### src/rtl/nes_palette_lookup.sv
// nes_palette_lookup: NES PPU per-pixel palette lookup with credit-checked FIFO.
// Optional grayscale masking via NES_PAL_GRAYSCALE_EN.
module nes_palette_lookup #(
  parameter int DEPTH = 4
) (
  input  logic       clk,
  input  logic       rst_n,
  input  logic       px_valid,
  output logic       px_ready,
  input  logic [1:0] px_color,
  input  logic [1:0] px_pal,
  input  logic       px_sprite,
  input  logic       px_eol,
  input  logic       gray,
  output logic [4:0] pal_addr,
  input  logic [7:0] pal_dout,
  output logic       col_valid,
  input  logic       col_ready,
  output logic [5:0] col_idx,
  output logic       col_transp,
  output logic       col_eol,
  output logic       err_range
);

  localparam int AW = $clog2(DEPTH);
  localparam int CW = AW + 1;
`ifdef NES_PAL_GRAYSCALE_EN
  localparam int EW = 9;
`else
  localparam int EW = 8;
`endif

  logic          r_s1_valid;
  logic          r_s1_transp;
  logic          r_s1_eol;
  logic          r_s2_valid;
  logic          r_s2_transp;
  logic          r_s2_eol;
  logic [4:0]    r_pal_addr;
  logic          r_err;
  logic [CW-1:0] r_count;
  logic [AW-1:0] r_wr_ptr;
  logic [AW-1:0] r_rd_ptr;
  logic [EW-1:0] r_mem [DEPTH];

  logic          w_acc;
  logic [4:0]    w_addr;
  logic [CW:0]   w_sum;
  logic          w_wr;
  logic          w_rd;
  logic [EW-1:0] w_wdata;
  logic [EW-1:0] w_head;
  logic [5:0]    w_head_idx;
  logic [5:0]    w_idx;

`ifdef NES_PAL_GRAYSCALE_EN
  logic          r_s1_gray;
  logic          r_s2_gray;
`else
  logic          w_unused_gray;
  assign w_unused_gray = gray;
`endif

  // Transparent pixels collapse onto the universal backdrop entry.
  assign w_addr = (px_color == 2'd0) ? 5'h00
                : {px_sprite, px_pal, px_color};

  // Credits: buffered plus in-flight entries must stay below DEPTH.
  assign w_sum = (CW+1)'(r_count)
               + (CW+1)'(r_s1_valid)
               + (CW+1)'(r_s2_valid);
  assign px_ready = rst_n & (w_sum < (CW+1)'(DEPTH));
  assign w_acc = px_valid & px_ready;

  assign w_wr = r_s2_valid;
  assign w_rd = col_valid & col_ready;

`ifdef NES_PAL_GRAYSCALE_EN
  assign w_wdata = {pal_dout[5:0], r_s2_transp, r_s2_eol, r_s2_gray};
`else
  assign w_wdata = {pal_dout[5:0], r_s2_transp, r_s2_eol};
`endif

  // S1: address register and meta capture on accept.
  always_ff @(posedge clk or negedge rst_n) begin
    if (!rst_n) begin
      r_s1_valid  <= 1'b0;
      r_s1_transp <= 1'b0;
      r_s1_eol    <= 1'b0;
      r_pal_addr  <= 5'h00;
`ifdef NES_PAL_GRAYSCALE_EN
      r_s1_gray   <= 1'b0;
`endif
    end else begin
      r_s1_valid <= w_acc;
      if (w_acc) begin
        r_pal_addr  <= w_addr;
        r_s1_transp <= (px_color == 2'd0);
        r_s1_eol    <= px_eol;
`ifdef NES_PAL_GRAYSCALE_EN
        r_s1_gray   <= gray;
`endif
      end
    end
  end

  // S2: meta follows the ROM read, no stall.
  always_ff @(posedge clk or negedge rst_n) begin
    if (!rst_n) begin
      r_s2_valid  <= 1'b0;
      r_s2_transp <= 1'b0;
      r_s2_eol    <= 1'b0;
`ifdef NES_PAL_GRAYSCALE_EN
      r_s2_gray   <= 1'b0;
`endif
    end else begin
      r_s2_valid  <= r_s1_valid;
      r_s2_transp <= r_s1_transp;
      r_s2_eol    <= r_s1_eol;
`ifdef NES_PAL_GRAYSCALE_EN
      r_s2_gray   <= r_s1_gray;
`endif
    end
  end

  // Sticky flag for ROM bytes outside the 6-bit colour range.
  always_ff @(posedge clk or negedge rst_n) begin
    if (!rst_n) begin
      r_err <= 1'b0;
    end else if (r_s2_valid && (pal_dout[7:6] != 2'b00)) begin
      r_err <= 1'b1;
    end
  end

  // FIFO storage; contents are don't-care until written.
  always_ff @(posedge clk) begin
    if (w_wr) begin
      r_mem[r_wr_ptr] <= w_wdata;
    end
  end

  // FIFO pointers and occupancy.
  always_ff @(posedge clk or negedge rst_n) begin
    if (!rst_n) begin
      r_wr_ptr <= '0;
      r_rd_ptr <= '0;
      r_count  <= '0;
    end else begin
      if (w_wr) r_wr_ptr <= r_wr_ptr + AW'(1);
      if (w_rd) r_rd_ptr <= r_rd_ptr + AW'(1);
      unique case ({w_wr, w_rd})
        2'b10:   r_count <= r_count + CW'(1);
        2'b01:   r_count <= r_count - CW'(1);
        default: r_count <= r_count;
      endcase
    end
  end

  assign w_head     = r_mem[r_rd_ptr];
  assign w_head_idx = w_head[EW-1 -: 6];

`ifdef NES_PAL_GRAYSCALE_EN
  assign w_idx = w_head[0] ? (w_head_idx & 6'h30) : w_head_idx;
`else
  assign w_idx = w_head_idx;
`endif

  assign col_valid  = (r_count != '0);
  assign col_idx    = col_valid ? w_idx : 6'h00;
  assign col_transp = col_valid & w_head[EW-7];
  assign col_eol    = col_valid & w_head[EW-8];
  assign pal_addr   = r_pal_addr;
  assign err_range  = r_err;

endmodule

### config.mk
export PLATFORM = sky130hd
export DESIGN_NAME = nes_palette_lookup
export DESIGN_NICKNAME = d
export VERILOG_FILES = /design/src/rtl/nes_palette_lookup.sv
export SDC_FILE = /design/constraint.sdc
export NUM_CORES = 1
export LEC_CHECK = 0
export ABC_AREA = 1
export CELL_PAD_IN_SITES_DETAIL_PLACEMENT = 0
export CELL_PAD_IN_SITES_GLOBAL_PLACEMENT = 2
export CORE_MARGIN = 5
export CORE_UTILIZATION = 34
export CTS_CLUSTER_SIZE = 20
export DETAILED_ROUTE_END_ITERATION = 8
export GPL_TIMING_DRIVEN = 0
export HOLD_SLACK_MARGIN = 0.03
export PLACE_DENSITY = 0.82
export SYNTH_ARGS = -nofsm -noshare
export SYNTH_HDL_FRONTEND = slang
export SYNTH_SLANG_ARGS = --single-unit
### constraint.sdc
create_clock -name clk -period 2.1 [get_ports clk]
set_clock_uncertainty 0.05 [all_clocks]
set_input_delay 0.63 -clock clk [delete_from_list [all_inputs] [get_ports clk]]
set_output_delay 0.63 -clock clk [all_outputs]
set_load 0.1 [all_outputs]
==> impl_results.md <==
* Antenna Violating Nets Remaining at 0
* Fraction of met2 tracks used by global routing at 0.185
* Die ar. at 8290 sq um
* Worst EP arrival at 1.57 ns
* CP Cell Sequence: buf_6 -> buf_6 -> buf_4 -> nor2_1 -> nor2_1 -> nand2_2 -> a21oi_4 -> buf_12
* Placement-stage worst setup slack at -2.17 ns
* Area after detailed placement at 2760 sq um
* Vias per Instance at roughly 4.4
* Gr usage total at 0.115
* Synth cell types at 23
* Final design area excluding fillers at ~3200 sq um
* DR WL/cell at 13.1 um
* DR vias at 1,512
* Overflow left after global routing at 0
* Req. time, crit path at 1.42 ns
* Worst slew slack as a fraction of its limit at 0.634
* Worst-Margin Slew at 0.552 ns
* Final HPWL from detailed placement at 2.96 mm
* Synth Instances at 212
* CTS Buffer Depth at 2
* Mean instance size in the synthesized netlist at ~11 sq um
* Post-detailed-route DRC marker count at 0
* Number of failing hold endpoints at the final stage at 0
* IO Port Bufs at 32
* Outcome: complete, but fails checks
* IO Pins at 35
* Hold_buf cts at 0
* Area of the mapped netlist at approximately 2200 sq um
* Endpoint class of the critical path: output port
* Area of the core at 6390 sq um
* Layout overhead on the synthesized area at 45.5%
* Number of DRC markers after the initial detailed-route iteration at 72
* Met1 GRT Util at 0.150
* Time the worst path needs with I/O delays and setup at 2.25 ns
* Number of antenna violations at the first check in global routing at 0
* Number of max-cap violations at 0
* Storage cell area at 1440 sq um
* Layout cells sized above 1 at 0.374
* Die span in y at between 90 and 100 um
* Maximum cell stage delay along the critical path at 0.35 ns
* Row count at 29
* Starting utilization of the core area at 0.350
* Slowest-stage cell, CP: sky130_fd_sc_hd__dfrtp_1
* Number of inserted diodes at 0
* Final worst path period share at 1.07
* Clock latency reported for the late side of the worst-skew pair at 0.30 ns
* Layout net count at 290
* Width of the die at around 90 um
* Setup repair after global routing missed its margin: true
* First-pass GRT wire length at 7.52 mm
* Met3 track demand over resource in global routing at 0.0248
* Fillers at about 580
* Total wire length at 4.49 mm
* Sinks on the clock net at between 50 and 60
* Synthesis warning total at 0
* Total of flip-flops plus latches after synthesis at 51
* Most used routing layer: met2
* Final Slew Violations at 0
* Final count of negative-setup-slack endpoints at 9
* Fin util at 0.509
* Highest attainable clock frequency at 0.444 GHz
* CTS tree: yes
* Setup crit start kind: flip-flop
* Area of the multi-input gates at 866 sq um
* Worst min-delay path class: input port to async pin
* Number of global-route vias before repair at 1,524
* Number of nets in the synthesized netlist at 238
* Setup CP Type: flip-flop to output port
* PnR worst setup slack at -0.152 ns
* Failing checks: setup timing
* Pin count of the biggest net entering global routing at 21
* Number of buffers inserted during clock tree synthesis at 5
* CP max FO at 4
* Register clock-pin slew on the reported worst setup and hold paths at roughly 0.09 ns
* Final Wtd Congestion at 0.727
* Number of detailed-routing iterations run before antenna repair at 4
* Level count of the clock H-tree at 2
* Sequential fraction of the synthesis area at 0.643
* Setup total negative slack at -1.07 ns
* Buffer cell driving the clock tree root: sky130_fd_sc_hd__clkbuf_8
synthesized netlist by cell type, drive strengths merged:
cell type / n / share of area
nand2: 68 / 0.11
edfxtp: 32 / 0.43
inv: 22 / 0.038
nor2: 22 / 0.038
dfrtp: 19 / 0.21
a21oi: 8 / 0.018
or2: 8 / 0.022
buf: 7 / 0.024
nand4: 7 / 0.020
ha: 6 / 0.034
o21ai: 3 / 0.0067
xor2: 3 / 0.012
nand3: 2 / 0.0067
xnor2: 2 / 0.0078
fa: 1 / 0.0090
nand3b: 1 / 0.0034
o21bai: 1 / 0.0034
layout by cell type, fill, tap and decap left out, types with 4 or more instances in the layout:
| cell | synthesis | routed |
|---|---|---|
| sky130_fd_sc_hd__ha_1 | 6 | 5 |
| sky130_fd_sc_hd__dfrtp_1 | 19 | 18 |
| sky130_fd_sc_hd__nand2_2 | 0 | 25 |
| sky130_fd_sc_hd__nor2_1 | 21 | 20 |
| sky130_fd_sc_hd__buf_12 | 0 | 10 |
| sky130_fd_sc_hd__a21oi_4 | 0 | 8 |
| sky130_fd_sc_hd__inv_1 | 21 | 16 |
| sky130_fd_sc_hd__nand2_1 | 68 | 40 |
| sky130_fd_sc_hd__or2_2 | 7 | 4 |
| sky130_fd_sc_hd__clkdlybuf4s50_1 | 0 | 15 |
| sky130_fd_sc_hd__nand4_1 | 7 | 7 |
| sky130_fd_sc_hd__edfxtp_1 | 32 | 32 |
| sky130_fd_sc_hd__buf_6 | 3 | 5 |
| sky130_fd_sc_hd__clkdlybuf4s15_2 | 0 | 6 |
| sky130_fd_sc_hd__clkbuf_8 | 0 | 5 |
| sky130_fd_sc_hd__buf_4 | 0 | 9 |
layer usage:
layer,share of wire,vias to the layer above
met1,0.46,705
met5,0,-
met2,0.49,21
li1,-,781
met3,0.029,5
met4,0.018,0
cell families (layout without fill, tap and decap cells):
logic type,Yosys count,after routing,synth area share
adder cells (fa/ha/maj),7,7,0.0426
AO/OA/AOI/OAI,12,12,0.0280
buffers and inverters,29,82,0.0617
XOR/XNOR,5,5,0.0196
AND/OR/NAND/NOR,108,108,0.205
flip-flops,51,51,0.643
critical path: cells and delay by family, from the launching register on:
family / cells / cell delay (ns)
AO/OA/AOI/OAI: 1 / 0.15
flip-flops: 1 / 0.35
buffers and inverters: 4 / 0.54
AND/OR/NAND/NOR: 3 / 0.21
state kept, by name, summed over array words and instances (netlist names):
register	count
r_s1_transp	1
r_mem	32
r_s2_transp	1
r_s2_eol	1
r_s1_valid	1
r_rd_ptr	2
r_s2_valid	1
r_s1_eol	1
pal_addr	5
r_wr_ptr	2
r_count	3
err_range	1
metrics by stage:
stage / cells / hold WS [ns]
2_1_floorplan: 212 / 0.284
3_3_place_gp: 321 / 0.307
3_5_place_dp: 321 / 0.321
4_1_cts: 340 / 0.100
5_1_grt: 342 / 0.104
6_report: 342 / 0.0955
cell type report:
cell class              count  area share
flip-flops and latches     51       0.443
multi-input cells         132       0.267
repair buffers             46       0.181
inverters                  22      0.0300
well taps                  77      0.0297
clock buffers               5      0.0212
plain buffers               6      0.0166
clock inverters             3      0.0119
final timing paths:
path / to / cells past startpoint / startpoint / slack [ns]
worst max-delay path: col_transp / 8 / r_rd_ptr[0] / -0.15
worst min-delay path: err_range / 1 / rst_n / 0.1
worst max register to register: r_count[1] / 9 / r_count[0] / 0.28
worst min register to register: r_s2_valid / 0 / r_s1_valid / 0.34
max in group asynchronous: r_s2_transp / 1 / rst_n / 1.72
min in group clk: r_s2_valid / 0 / r_s1_valid / 0.34
repair_timing:
action	4_1_cts	5_1_grt
resized for setup	140	24
buffers inserted	9	3
endpoints found under the setup margin	24	11
cloned	2	0
pin swaps	15	10
Power is not shown: default switching activity piles up to over one toggle a cycle in this logic, so the estimate is an artifact.
